File: config.mk
export PLATFORM = sky130hd
export DESIGN_NAME = io_port_ctrl_flat
export DESIGN_NICKNAME = d
export VERILOG_FILES = /design/src/rtl/io_port_ctrl_if.sv /design/src/rtl/io_port_ctrl.sv /design/src/flat_wrapper.sv
export SDC_FILE = /design/constraint.sdc
export NUM_CORES = 1
export LEC_CHECK = 0
export ABC_CLOCK_PERIOD_IN_PS = 2450
export BUFFER_PORTS_ARGS = -buffer_cell sky130_fd_sc_hd__buf_2
export CAP_MARGIN = 10
export CELL_PAD_IN_SITES_DETAIL_PLACEMENT = 1
export CELL_PAD_IN_SITES_GLOBAL_PLACEMENT = 1
export CORE_ASPECT_RATIO = 0.9
export CORE_MARGIN = 1
export CORE_UTILIZATION = 42
export DETAILED_ROUTE_END_ITERATION = 12
export PLACE_DENSITY = 0.89
export SYNTH_ARGS = -nofsm -noshare
export SYNTH_HDL_FRONTEND = slang
export SYNTH_SLANG_ARGS = --single-unit
File: constraint.sdc
create_clock -name clock -period 2.45 [get_ports clock]
set_input_delay 0.3675 -clock clock [delete_from_list [all_inputs] [get_ports clock]]
set_output_delay 0.3675 -clock clock [all_outputs]
set_load 0.02 [all_outputs]
File: src/rtl/io_port_ctrl_if.sv
// rtl/io_port_ctrl_if.sv - CPU load/store bus between sc_computer and the I/O port responder
interface io_port_ctrl_if;
    logic [31:0] addr;
    logic [31:0] datain;
    logic        write_io_enable;
    logic        read_io_enable;
    logic [31:0] io_read_data;

    modport master (
        output addr, datain, write_io_enable, read_io_enable,
        input  io_read_data
    );

    modport slave (
        input  addr, datain, write_io_enable, read_io_enable,
        output io_read_data
    );
endinterface

File: src/rtl/io_port_ctrl.sv
// rtl/io_port_ctrl.sv - memory-mapped I/O responder with synchronized inputs and 7-segment decimal display
module io_port_ctrl #(
    parameter int SYNC_STAGES = 2,
    parameter int MAX_DISP    = 99
) (
    input  logic          clock,
    input  logic          resetn,
    io_port_ctrl_if.slave bus,
    input  logic [31:0]   in_port0,
    input  logic [31:0]   in_port1,
    output logic [31:0]   out_port0,
    output logic [31:0]   out_port1,
    output logic [31:0]   out_port2,
    output logic [6:0]    hex5,
    output logic [6:0]    hex4,
    output logic [6:0]    hex3,
    output logic [6:0]    hex2,
    output logic [6:0]    hex1,
    output logic [6:0]    hex0
);
    localparam logic [6:0] SEG_ZERO = 7'b1000000;
    localparam logic [6:0] SEG_DASH = 7'b0111111;

    typedef enum logic [1:0] {S_IDLE, S_SHIFT, S_DONE} state_t;

    logic [31:0] r_out   [3];
    logic [13:0] r_hex   [3];
    logic [31:0] r_sync0 [SYNC_STAGES];
    logic [31:0] r_sync1 [SYNC_STAGES];
    logic [1:0]  r_status;
    logic [2:0]  r_dirty;
    state_t      r_state,  w_state_nxt;
    logic [14:0] r_sr,     w_sr_nxt;
    logic [2:0]  r_cnt,    w_cnt_nxt;
    logic [1:0]  r_port,   w_port_nxt;
    logic        r_ovf,    w_ovf_nxt;
    logic [2:0]  w_dirty_clr;
    logic        w_disp_we;
    logic [1:0]  w_sel;
    logic [31:0] w_sel_val;

    logic [5:0]  w_idx;
    logic [2:0]  w_store_hit;
    logic [1:0]  w_chg;
    logic        w_clr;
    logic        w_unused;

    assign w_idx    = bus.addr[7:2];
    assign w_unused = ^{bus.addr[31:8], bus.addr[1:0]};

    assign w_store_hit[0] = bus.write_io_enable && (w_idx == 6'h20);
    assign w_store_hit[1] = bus.write_io_enable && (w_idx == 6'h21);
    assign w_store_hit[2] = bus.write_io_enable && (w_idx == 6'h22);
    assign w_clr          = bus.read_io_enable  && (w_idx == 6'h32);

    // A change is seen while the new value sits between the last two sync stages
    assign w_chg[0] = r_sync0[SYNC_STAGES-1] != r_sync0[SYNC_STAGES-2];
    assign w_chg[1] = r_sync1[SYNC_STAGES-1] != r_sync1[SYNC_STAGES-2];

    assign out_port0 = r_out[0];
    assign out_port1 = r_out[1];
    assign out_port2 = r_out[2];
    assign {hex5, hex4} = r_hex[0];
    assign {hex3, hex2} = r_hex[1];
    assign {hex1, hex0} = r_hex[2];

    function automatic logic [6:0] seg(input logic [3:0] d);
        case (d)
            4'd0:    seg = 7'h40;
            4'd1:    seg = 7'h79;
            4'd2:    seg = 7'h24;
            4'd3:    seg = 7'h30;
            4'd4:    seg = 7'h19;
            4'd5:    seg = 7'h12;
            4'd6:    seg = 7'h02;
            4'd7:    seg = 7'h78;
            4'd8:    seg = 7'h00;
            4'd9:    seg = 7'h10;
            default: seg = SEG_DASH;
        endcase
    endfunction

    // Shift-add-3: ones nibble at [10:7], tens at [14:11], binary below
    function automatic logic [14:0] bcd_step(input logic [14:0] sr);
        logic [14:0] t;
        t = sr;
        if (t[10:7]  >= 4'd5) t[10:7]  = t[10:7]  + 4'd3;
        if (t[14:11] >= 4'd5) t[14:11] = t[14:11] + 4'd3;
        bcd_step = {t[13:0], 1'b0};
    endfunction

    always_comb begin
        bus.io_read_data = 32'd0;
        case (w_idx)
            6'h20:   bus.io_read_data = r_out[0];
            6'h21:   bus.io_read_data = r_out[1];
            6'h22:   bus.io_read_data = r_out[2];
            6'h30:   bus.io_read_data = r_sync0[SYNC_STAGES-1];
            6'h31:   bus.io_read_data = r_sync1[SYNC_STAGES-1];
            6'h32:   bus.io_read_data = {30'd0, r_status};
            default: bus.io_read_data = 32'd0;
        endcase
    end

    always_comb begin
        w_sel = r_dirty[0] ? 2'd0 : (r_dirty[1] ? 2'd1 : 2'd2);
        w_sel_val = r_out[w_sel];
    end

    always_comb begin
        w_state_nxt = r_state;
        w_sr_nxt    = r_sr;
        w_cnt_nxt   = r_cnt;
        w_port_nxt  = r_port;
        w_ovf_nxt   = r_ovf;
        w_dirty_clr = 3'b000;
        w_disp_we   = 1'b0;
        case (r_state)
            S_IDLE: begin
                if (r_dirty != 3'b000) begin
                    w_port_nxt         = w_sel;
                    w_dirty_clr[w_sel] = 1'b1;
                    w_ovf_nxt          = w_sel_val > 32'(MAX_DISP);
                    w_sr_nxt           = {8'd0, w_sel_val[6:0]};
                    w_cnt_nxt          = 3'd7;
                    w_state_nxt        = S_SHIFT;
                end
            end
            S_SHIFT: begin
                w_sr_nxt  = bcd_step(r_sr);
                w_cnt_nxt = r_cnt - 3'd1;
                if (r_cnt == 3'd1) w_state_nxt = S_DONE;
            end
            S_DONE: begin
                w_disp_we   = 1'b1;
                w_state_nxt = S_IDLE;
            end
            default: w_state_nxt = S_IDLE;
        endcase
    end

    always_ff @(posedge clock or negedge resetn) begin
        if (!resetn) begin
            r_state  <= S_IDLE;
            r_sr     <= '0;
            r_cnt    <= '0;
            r_port   <= '0;
            r_ovf    <= 1'b0;
            r_dirty  <= '0;
            r_status <= '0;
            for (int i = 0; i < 3; i++) begin
                r_out[i] <= '0;
                r_hex[i] <= {SEG_ZERO, SEG_ZERO};
            end
            for (int i = 0; i < SYNC_STAGES; i++) begin
                r_sync0[i] <= '0;
                r_sync1[i] <= '0;
            end
        end else begin
            r_state <= w_state_nxt;
            r_sr    <= w_sr_nxt;
            r_cnt   <= w_cnt_nxt;
            r_port  <= w_port_nxt;
            r_ovf   <= w_ovf_nxt;
            // New stores dominate the clear issued when a port is picked up
            r_dirty  <= (r_dirty & ~w_dirty_clr) | w_store_hit;
            r_status <= (r_status & ~{2{w_clr}}) | w_chg;
            for (int i = 0; i < 3; i++)
                if (w_store_hit[i]) r_out[i] <= bus.datain;
            if (w_disp_we)
                r_hex[r_port] <= r_ovf ? {SEG_DASH, SEG_DASH}
                                       : {seg(r_sr[14:11]), seg(r_sr[10:7])};
            r_sync0[0] <= in_port0;
            r_sync1[0] <= in_port1;
            for (int i = 1; i < SYNC_STAGES; i++) begin
                r_sync0[i] <= r_sync0[i-1];
                r_sync1[i] <= r_sync1[i-1];
            end
        end
    end
endmodule

File: src/flat_wrapper.sv
// flat-port wrapper written by rule: the top's interface ports become plain ports
module io_port_ctrl_flat 
#(
    parameter int SYNC_STAGES = 2,
    parameter int MAX_DISP    = 99
)
  (clock, resetn, in_port0, in_port1, out_port0, out_port1, out_port2, hex5, hex4, hex3, hex2, hex1, hex0, bus_addr, bus_datain, bus_write_io_enable, bus_read_io_enable, bus_io_read_data);
  io_port_ctrl_if bus_i ();
  input  logic clock;
  input  logic resetn;
  input  logic [31:0] in_port0;
  input  logic [31:0] in_port1;
  output logic [31:0] out_port0;
  output logic [31:0] out_port1;
  output logic [31:0] out_port2;
  output logic [6:0] hex5;
  output logic [6:0] hex4;
  output logic [6:0] hex3;
  output logic [6:0] hex2;
  output logic [6:0] hex1;
  output logic [6:0] hex0;
  input wire logic [$bits(bus_i.addr)-1:0] bus_addr;
  input wire logic [$bits(bus_i.datain)-1:0] bus_datain;
  input wire logic [$bits(bus_i.write_io_enable)-1:0] bus_write_io_enable;
  input wire logic [$bits(bus_i.read_io_enable)-1:0] bus_read_io_enable;
  output wire logic [$bits(bus_i.io_read_data)-1:0] bus_io_read_data;
  assign bus_i.addr = bus_addr;
  assign bus_i.datain = bus_datain;
  assign bus_i.write_io_enable = bus_write_io_enable;
  assign bus_i.read_io_enable = bus_read_io_enable;
  assign bus_io_read_data = bus_i.io_read_data;
  io_port_ctrl #(.SYNC_STAGES(SYNC_STAGES), .MAX_DISP(MAX_DISP)) u_core (.clock(clock), .resetn(resetn), .bus(bus_i), .in_port0(in_port0), .in_port1(in_port1), .out_port0(out_port0), .out_port1(out_port1), .out_port2(out_port2), .hex5(hex5), .hex4(hex4), .hex3(hex3), .hex2(hex2), .hex1(hex1), .hex0(hex0));
endmodule
After elaboration in Yosys (flattened, before gate mapping)
Memories as Yosys holds them, arrays and structs flattened.
Index checks and enable logic that the tools add are counted.
{"block": "op_classes", "n_bitwise": 8, "n_eq_ne": 13, "order_cmp": 8, "shifts": 0, "n_addsub": 3, "n_mul": 0, "div_mod_pow": 0, "n_mux": 26, "reduce_logical": 12}
{"cell": "$pmux 32 s6", "n": 1}
{"cell": "$bmux 32 s2", "n": 1}
{"cell": "$mux 32", "n": 2}
{"cell": "$ne 32x32->1", "n": 2}
{"cell": "$bwmux 42", "n": 1}
{"cell": "$eq 6x6->1 const B", "n": 6}
{"cell": "$gt 32x7->1 const B", "n": 1}
{"cell": "$pmux 15 s2", "n": 1}
{"cell": "$demux 14 s2", "n": 1}
{"cell": "$mux 14", "n": 2}
{"cell": "$mux 15", "n": 1}
{"cell": "$mux 7", "n": 2}
{"cell": "$mux 3", "n": 4}
{"cell": "$ge 4x3->1 const B", "n": 2}
{"cell": "$mux 2", "n": 4}
{"cell": "$ge 3x3->1 const B", "n": 2}
{"cell": "$logic_and 1x1->1", "n": 6}
{"cell": "$not 2->3", "n": 2}
{"cell": "$pmux 3 s2", "n": 1}
{"cell": "$reduce_and 2->1", "n": 3}
{"cell": "$add 4x2->4 const B", "n": 1}
{"cell": "$mux 4", "n": 1}
{"cell": "$ne 2x1->1 const B", "n": 2}
{"cell": "$pmux 2 s2", "n": 1}
{"cell": "other kinds (19)", "n": 20}
{"block": "word_totals", "inputBits": 132, "out_inout_bits": 170, "regBits": 294, "ram_bits": 0, "n_memories": 2, "romBits": 224, "wordCells": 89, "latchBits": 0}
{"memory": "(name not given)", "words": 16, "width": 7, "read_ports": 1, "rd_ports_with_merged_regs": 0, "wr": 0, "line": "io_port_ctrl.sv:68", "text": "case (d)"}
{"memory": "(name not given)", "words": 16, "width": 7, "read_ports": 1, "rd_ports_with_merged_regs": 0, "wr": 0, "line": "io_port_ctrl.sv:68"}

Depth between registers and ports, before layout
Gate-level depths: netlist of run 1.
{"block": "depth", "depth_word": 11, "mapped_depth": 8, "depth_no_buf": 7}

Worst setup path after synthesis of run 1
No wires, ideal clock.
{"block": "synth_path", "kind": "input-to-output", "startpoint": "input port bus_addr[5]", "endpoint": "output port bus_io_read_data[0]", "path_buffers": 1, "t_required_ps": 2082, "arrival_ps": 1547, "path_stages": 6, "slack_ps": 536, "cell_sequence": "nor2_1 -> nand3_1 -> nor3_1 -> clkbuf_1 -> a22oi_1 -> nand3_1"}
{"block": "synth_between", "elab_chain_cells": 2, "word_cells_on_any_way": 7, "classes_between": "eq/ne (6); mux (1)"}
{"item": "start: declaration", "line": "flat_wrapper.sv:22", "text": "input wire logic [$bits(bus_i.addr)-1:0] bus_addr;"}
{"item": "$eq 6x6->1", "line": "io_port_ctrl.sv:94", "text": "case (w_idx)"}
{"item": "$pmux 32 s6 (*)", "line": "io_port_ctrl.sv:94"}
{"item": "end: declaration", "line": "flat_wrapper.sv:26", "text": "output wire logic [$bits(bus_i.io_read_data)-1:0] bus_io_read_data;"}
Mark *: on every way between the ends. The rest lies on a longest branch, timed or not.

Worst setup path after layout of run 1
{"block": "layout_path", "startpoint": "register u_core.r_out, in the netlist u_core.out_port2[18]", "endpoint": "register u_core.r_ovf"}
{"block": "layout_between", "elab_chain_cells": 4}
{"item": "start: declaration", "line": "io_port_ctrl.sv:26", "text": "logic [31:0] r_out [3];"}
{"item": "start signal: indexed assignment", "line": "io_port_ctrl.sv:169", "text": "if (w_store_hit[i]) r_out[i] <= bus.datain;"}
{"item": "$bmux 32 s2", "line": "io_port_ctrl.sv:107", "text": "w_sel_val = r_out[w_sel];"}
{"item": "$mux 32 (implied by the code) (2 in a row)", "line": "io_port_ctrl.sv:107"}
{"item": "$gt 32x7->1", "line": "io_port_ctrl.sv:123", "text": "w_ovf_nxt = w_sel_val > 32'(MAX_DISP);"}
{"item": "end signal: assignment", "line": "io_port_ctrl.sv:164", "text": "r_ovf <= w_ovf_nxt;"}
{"item": "end: declaration", "line": "io_port_ctrl.sv:36", "text": "logic r_ovf, w_ovf_nxt;"}
Every way passes these cells. The select of a mux whose other input is x is not followed.
A chain may end at the register's enable or synchronous reset.

==> results of run 1 <==
metal layers:
layer	up-vias	global-route usage
met2	792	0.573
met3	260	0.106
met4	4	0.228
li1	4079	-
met1	5122	0.402
met5	-	0
through the flow:
step,hold slack (ns),util,TNS (ns),worst slack (ns)
final,0.0507,0.567,-0.00947,-0.00947
after floorplan,0.0719,-,0,0.536
after global routing,0.0527,0.566,0,0.0414
after global placement,0.334,0.504,0,0.126
after detailed placement,0.340,0.504,0,0.141
after CTS,0.0433,0.566,0,0.113
power breakdown:
| group | internal [uW] | switching (uW) | total [uW] |
|---|---|---|---|
| sequential | 5570 | 806 | 6370 |
| clock | 2830 | 2200 | 5030 |
| combinational | 1230 | 2030 | 3260 |
| total | 9630 | 5040 | 14700 |
registers in the layout (all words and copies together), names as in the netlist, 15 cells and up:
register	cells
u_core.out_port0	32
u_core.out_port1	32
u_core.out_port2	32
u_core.r_sr	15
u_core.r_sync0	64
u_core.r_sync1	64
kinds of logic after synthesis:
logic type,count (synthesis),synth area share
flip-flops,294,0.626
AND/OR/NAND/NOR,219,0.0865
AO/OA/AOI/OAI,178,0.102
multiplexers,106,0.100
XOR/XNOR,68,0.0506
buffers and inverters,57,0.0215
adder cells (fa/ha/maj),12,0.0128
worst register-to-register path, stage by stage, from the launching register on:
cell	delay [ns]
dfrtp_1	0.46
nor4_1	0.57
nand4_1	0.25
nor4_1	0.46
buf_4	0.20
nor4_1	0.04
or3_1	0.34
cell type report:
class                           count  area [um2]  share of cell area
Antenna cell                        7        17.5             0.00113
Clock buffer                       42         837              0.0542
Clock inverter                     16         200              0.0130
Inverter                           14        52.6             0.00340
Multi-Input combinational cell    583        4190               0.271
Sequential cell                   294        7360               0.477
Tap cell                          354         443              0.0287
Timing Repair Buffer              364        2340               0.152
placed cells by master, fill, tap and decap left out, drive strengths merged, types with 3 or more instances in the layout:
cell | Yosys | layout
buf | 15 | 299
dfrtp | 288 | 288
nand2 | 106 | 106
mux2 | 97 | 97
o21ai | 69 | 69
dlygate4sd3 | 0 | 65
xor2 | 64 | 64
clkbuf | 28 | 42
nor2 | 40 | 40
a22oi | 39 | 39
nor4 | 33 | 33
a222oi | 30 | 30
a21oi | 21 | 21
inv | 14 | 15
ha | 12 | 12
mux2i | 9 | 9
clkinv | 0 | 9
diode | 0 | 7
nand3 | 7 | 7
nand2b | 6 | 6
nand4 | 6 | 6
dfstp | 6 | 6
nor3 | 6 | 6
xnor2 | 4 | 4
a22o | 4 | 4
bufinv | 0 | 4
or3 | 3 | 3
nor2b | 3 | 3
o21a | 3 | 3
o211ai | 3 | 3
path summary, 6_finish.rpt:
kind	slack, ns	cells after the start	to	start
hold / removal	0.05	2	u_core.out_port2[2]$_DFFE_PN0P_	bus_datain[2]
min in group asynchronous	0.34	2	u_core.out_port1[0]$_DFFE_PN0P_	resetn
setup reg to reg	-0.009	6	u_core.r_ovf$_DFFE_PN0P_	u_core.out_port2[18]$_DFFE_PN0P_
setup / recovery	-0.009	6	u_core.r_ovf$_DFFE_PN0P_	u_core.out_port2[18]$_DFFE_PN0P_
hold reg to reg	0.38	0	u_core.r_sync1[30]$_DFF_PN0_	u_core.r_sync1[62]$_DFF_PN0_
max in group asynchronous	1.27	3	u_core.out_port2[11]$_DFFE_PN0P_	resetn
timing repair:
item	4_1_cts	5_1_grt
hold endpoints to repair	116	0
hold buffers	65	0
resized for setup	0	2
endpoints found under the setup margin	0	1
==> results.txt, run 1 <==
----------------------------------------------------
[Run status]
  Result of the run ... complete, but fails checks
  Violated checks ... setup timing

[Logic synthesis]
  Commonest cells in the synthesized netlist ... dfrtp_1 (288), nand2_1 (106), mux2_2 (94)
  Top-count cell post-synth ... dfrtp_1
  Synthesized cell area ... 0.0118 mm2
  Cell type contributing the most total cell area after synthesis ... dfrtp_1
  Leading post-synthesis cells by cell area ... dfrtp_1 (61%), mux2_2 (9.0%), xor2_1 (4.8%), nand2_1 (3.4%), o21ai_0 (2.7%)
  FFs w/ async S/R, synth ... 1.00
  Count of flip-flops with a built-in enable after synthesis ... 0
  Fraction of synthesized cell area taken by the top area cell type ... 0.612
  Most used flip-flop cell after synthesis ... dfrtp_1
  Sequential area share after synthesis ... 0.626
  Distinct cell type count after synthesis ... 47
  Number of flip-flops and latches in the synthesized netlist ... 294
  Post-Synthesis Mean Instance Area ... 12.6 um2
  Warning count from the yosys run ... 0
  Total nets after synthesis ... 1078
  Number of cells produced by synthesis ... 934

[Finish]
  Non-filler cells in the finished layout ... 1674
  Final-stage net count ... 1432
  Layout cells sized above 1 ... 0.350
  Area added between synthesis and finish ... 31.2%
  Final-layout fill cell count ... 2815
  Final cell area excluding filler cells ... 0.0154 mm2

[Floorplan]
  Standard cell core area ... 0.0272 mm2
  X dimension of the die ... 178 um
  DIE HEIGHT ... 161 um
  Placement row count ... 57
  Area of the die ... 0.0287 mm2
  Number of ports placed on the die boundary ... 302
  Initial Utilization ... 0.432

[Power and ir drop]
  Power consumption ... 14700 uW
  Power density over the cells ... 950 mW/mm2
  Reported leakage power ... 0.00762 uW
  Worst-case vdd ir drop ... 742 uV

[Critical path]
  Crit. End Element ... register
  Buf+Inv Stages, Crit Path ... 1
  CP Max Fanout ... 4
  Worst setup path class ... reg -> reg
  Cell with the most instances on the worst path ... nor4_1
  Critical path's slowest cell ... nor4_1
  Biggest cell delay along the critical path ... 0.57 ns
  Required time at the worst-slack endpoint ... 2.89 ns
  Critical Path, Cell by Cell ... nor4_1 -> nand4_1 -> nor4_1 -> buf_4 -> nor4_1 -> or3_1
  Critical Path Source Type ... register
  Cell family with the largest share of critical-path delay ... simple AND/OR/NAND/NOR gates
  Arrival time at the worst endpoint ... 2.90 ns

[Drt]
  Mean number of vias per cell ... 6.13
  Violation count after the first detailed-routing iteration ... 1068
  Number of detailed-route iterations in the first pass ... 8
  Uppermost routed layer ... met5
  DRC violations left ... 0
  Aggregate routed wire length ... 49600 um
  Via count ... 10.3k
  Number of antenna-violating nets in the routed design ... 0
  Average wire length per cell after detail routing ... 29.6 um
  Sum of met2 wire segment lengths after detailed routing ... 23700 um
  Length of routed wiring on met1 ... 17300 um
  Detail Route met3 WL ... 4740 um

[STA]
  Pins over their slew limit ... 0
  Setup repair after global routing missed its margin ... false
  Max_slew headroom ... 0.419
  Fmax ... 407 MHz
  Worst Clk Skew ... 0.0253 ns
  Setup slack of the critical path after layout ... -0.00947 ns
  Final setup vio count ... 1
  Part of the cycle the worst path needs ... 1.00
  Clock period minus final worst setup slack ... 2.46 ns
  Slew at the pin closest to its max-slew limit ... 0.870 ns
  Endpoints failing hold ... 0

[Placement]
  Final HPWL from detailed placement ... 29000 um
  Instance area after placement ... 0.0137 mm2
  Number of port buffers ... 275
  Routability Congestion ... 0.865
  Number of placed instances, taps included ... 1544

[Clock network]
  Insertion delay of the later-clocked pin in the worst-skew pair ... 0.59 ns
  H-tree Lvls ... 1
  CTS clk-pin slew, worst paths ... 0.07 ns
  Clock tree from TritonCTS ... built
  Clock root cell ... clkbuf_16
  CTS sink cnt ... 294
  TritonCTS buffer count ... 31
  Maximum buffer depth of the clock tree ... 3
  Post-CTS setup repair buffer count ... 0

[Global routing]
  Via count of the first global-routing pass ... 11.2k
  Antenna violations before repair ... 9
  Maximum number of pins on one net before global-route repair ... 59
  Global-route wire length before repair ... 73800 um
  GR Overflow Total ... 0
  Overall global routing resource usage ... 0.353

[Run]
  Max-cap viol count ... 0

[Worst hold path]
  Worst min path class ... in -> reg

----------------------------------------------------
(Power assumes the default switching activity.)
==> run 2, diff against run 1 <==
--- a/config.mk
+++ b/config.mk
@@ -5,16 +5,16 @@
 export SDC_FILE = /design/constraint.sdc
 export NUM_CORES = 1
 export LEC_CHECK = 0
-export ABC_CLOCK_PERIOD_IN_PS = 2450
+export ABC_CLOCK_PERIOD_IN_PS = 3100
 export BUFFER_PORTS_ARGS = -buffer_cell sky130_fd_sc_hd__buf_2
 export CAP_MARGIN = 10
 export CELL_PAD_IN_SITES_DETAIL_PLACEMENT = 1
 export CELL_PAD_IN_SITES_GLOBAL_PLACEMENT = 1
 export CORE_ASPECT_RATIO = 0.9
 export CORE_MARGIN = 1
-export CORE_UTILIZATION = 42
+export CORE_UTILIZATION = 45
 export DETAILED_ROUTE_END_ITERATION = 12
-export PLACE_DENSITY = 0.89
+export PLACE_DENSITY = 0.94
 export SYNTH_ARGS = -nofsm -noshare
 export SYNTH_HDL_FRONTEND = slang
 export SYNTH_SLANG_ARGS = --single-unit
==> constraint.sdc (replaced) <==
create_clock -name clock -period 3.1 [get_ports clock]
set_input_delay 0.465 -clock clock [delete_from_list [all_inputs] [get_ports clock]]
set_output_delay 0.465 -clock clock [all_outputs]
set_load 0.02 [all_outputs]
==> results.txt, run 2 (synthesis results as in run 1) <==
----------------------------------------------------
[Drt]
  Aggregate routed wire length ... 49400 um (-0.37%)
  Via count ... 10.2k (-0.61%)
  Mean number of vias per cell ... 6.28 (+2.6%)
  Average wire length per cell after detail routing ... 30.4 um (+2.8%)
  Number of antenna-violating nets in the routed design ... 0 (unchanged)
  Number of detailed-route iterations in the first pass ... 8 (unchanged)
  DRC violations left ... 0 (unchanged)
  Violation count after the first detailed-routing iteration ... 1190 (+11%)

[Finish]
  Final design utilization ... 0.587 (+0.0206)
  Area added between synthesis and finish ... 26.7%
  Multi-input gate area ... 0.00417 mm2 (-0.48%)
  Area taken by flip-flops and latches ... 0.00736 mm2 (unchanged)
  Layout cells sized above 1 ... 0.350 (about the same)
  Final-layout fill cell count ... 2626 (-6.7%)
  Commonest non-fill, non-tap cell in the layout ... dfrtp_1
  Final-stage net count ... 1401 (-2.2%)
  Top Registers ... u_core.r_sync0: 64 flops, u_core.r_sync1: 64 flops
  Commonest non-fill, non-tap cells in the layout ... dfrtp_1 (288), buf_2 (274), nand2_1 (106), mux2_2 (94), xor2_1 (64)

[Floorplan]
  Area of the die ... 0.0268 mm2 (-6.6%)
  Initial Utilization ... 0.463 (+0.0315)
  X dimension of the die ... 172 um (-3.4%)
  Number of ports placed on the die boundary ... 302 (unchanged)
  Standard cell core area ... 0.0254 mm2 (-6.8%)
  DIE HEIGHT ... 155 um (-3.3%)
  Placement row count ... 55 (-3.5%)

[Power and ir drop]
  Power consumption ... 11100 uW (-24%)
  Power density over the cells ... 747 mW/mm2 (-21%)
  Worst-case vdd ir drop ... 517 uV (-30%)
  Reported leakage power ... 0.00741 uW (-2.6%)

[STA]
  Part of the cycle the worst path needs ... 0.937
  Pins over their slew limit ... 0 (unchanged)
  Final setup vio count ... 0 (-1)
  Fmax ... 344 MHz
  Slew at the pin closest to its max-slew limit ... 1.08 ns (+0.213 ns)
  Setup repair after global routing missed its margin ... false
  Setup TNS ... 0 ns (+0.00947 ns)
  Endpoints failing hold ... 0 (unchanged)
  Setup slack of the critical path after layout ... 0.197 ns (+0.206 ns)
  Clock period minus final worst setup slack ... 2.90 ns
  Max_slew headroom ... 0.277 (-0.142)
  Worst Clk Skew ... 0.0266 ns (+0.00127 ns)

[Clock network]
  Clock root cell ... clkbuf_16
  Clock tree from TritonCTS ... built
  CTS clk-pin slew, worst paths ... 0.07 ns (about the same)
  Post-CTS setup repair buffer count ... 0 (unchanged)
  TritonCTS buffer count ... 29 (-6.5%)
  Insertion delay of the later-clocked pin in the worst-skew pair ... 0.57 ns (-0.02 ns)
  H-tree Lvls ... 1 (unchanged)
  Maximum buffer depth of the clock tree ... 3 (unchanged)
  CTS sink cnt ... 294 (unchanged)

[Global routing]
  Overall global routing resource usage ... 0.371 (+0.0184)
  Global-route wire length before repair ... 71900 um (-2.6%)
  Maximum number of pins on one net before global-route repair ... 109 (+85%)
  Antenna violations before repair ... 4 (-5)
  Via count of the first global-routing pass ... 10.9k (-3.3%)
  GR Overflow Total ... 0 (unchanged)

[Placement]
  Worst setup slack before clock tree synthesis ... 0.484 ns (+0.344 ns)
  Routability Congestion ... 1.00 (+16%)
  Final HPWL from detailed placement ... 30000 um (+3.8%)
  Number of port buffers ... 275 (unchanged)

[Critical path]
  Cell count of the worst reg-to-reg path ... 5 (-1)
  CP Max Fanout ... 32 (+28)
  Worst setup path class ... in -> out
  Critical path's slowest cell ... a222oi_1
  Required time at the worst-slack endpoint ... 2.63 ns (-0.26 ns)
  Critical Path Source Type ... primary input
  Biggest cell delay along the critical path ... 0.90 ns (+0.33 ns)
  Crit. End Element ... output pin
  Critical Path, Cell by Cell ... buf_2 -> nor2_1 -> nand3_1 -> nor3_2 -> buf_4 -> a222oi_1 -> nand2_1 -> buf_2
  Cell with the most instances on the worst path ... buf_2
  Arrival time at the worst endpoint ... 2.44 ns (-0.46 ns)

[Run status]
  Result of the run ... complete, no violations

[Worst hold path]
  Worst min path class ... in -> reg
  Hold Path Stages ... 1 (-1)

[Run]
  Max-cap viol count ... 0 (unchanged)

----------------------------------------------------
==> run 2: path summary, 6_finish.rpt <==
kind                                                  startpoint                                to  slack (ns)
worst max-delay path                                 bus_addr[5]              bus_io_read_data[23]        0.20
worst min-delay path                                in_port1[28]      u_core.r_sync1[60]$_DFF_PN0_       0.004
worst max register to register  u_core.out_port1[18]$_DFFE_PN0P_          u_core.r_ovf$_DFFE_PN0P_        0.87
worst min register to register      u_core.r_sync1[55]$_DFF_PN0_      u_core.r_sync1[23]$_DFF_PN0_        0.40
max in group asynchronous                                 resetn  u_core.out_port1[28]$_DFFE_PN0P_        1.92
min in group asynchronous                                 resetn  u_core.out_port1[23]$_DFFE_PN0P_        0.33
==> run 2: cell type report <==
type | count | area share
clock buffers | 40 | 0.0548
clock inverters | 10 | 0.00604
repair buffers | 335 | 0.133
well taps | 342 | 0.0287
flip-flops and latches | 294 | 0.494
multi-input cells | 583 | 0.279
inverters | 14 | 0.00352
diodes | 4 | 0.000671
==> run 2: per-layer routing <==
metal	part of all wire	track usage	vias up	wire length (um)
li1	-	-	4000	-
met1	0.34	0.421	5147	16600
met2	0.48	0.606	770	23700
met4	0.085	0.260	2	4220
met3	0.098	0.103	275	4840
met5	0.00034	0	-	17
==> run 2: critical path: cells and delay by family <==
kind / cells / cell delay [ns]
compound gates: 1 / 0.90
buf+inv: 3 / 0.56
simple gates: 4 / 0.49
==> run 2: repair_timing <==
item	in CTS	in global routing
gates resized for setup	0	0
endpoints found under the hold margin	43	9
setup endpoints to repair	0	0
hold buffers	32	9
==> run 2: power breakdown <==
part / internal, uW / switching, uW / total (uW) / leakage [uW]
clock network: 1920 / 1610 / 3530 / 0.000456
registers: 4400 / 646 / 5050 / 0.00362
logic: 936 / 1630 / 2560 / 0.00334
==> run 2: stage by stage <==
step	std cells	instance area, um2	hold WS [ns]
after floorplan	934	11800	0.169
after global placement	1527	13600	0.292
after detailed placement	1527	13600	0.294
after CTS	1609	14800	0.0000150
after global routing	1622	14900	-0.000544
final	1622	14900	0.00427
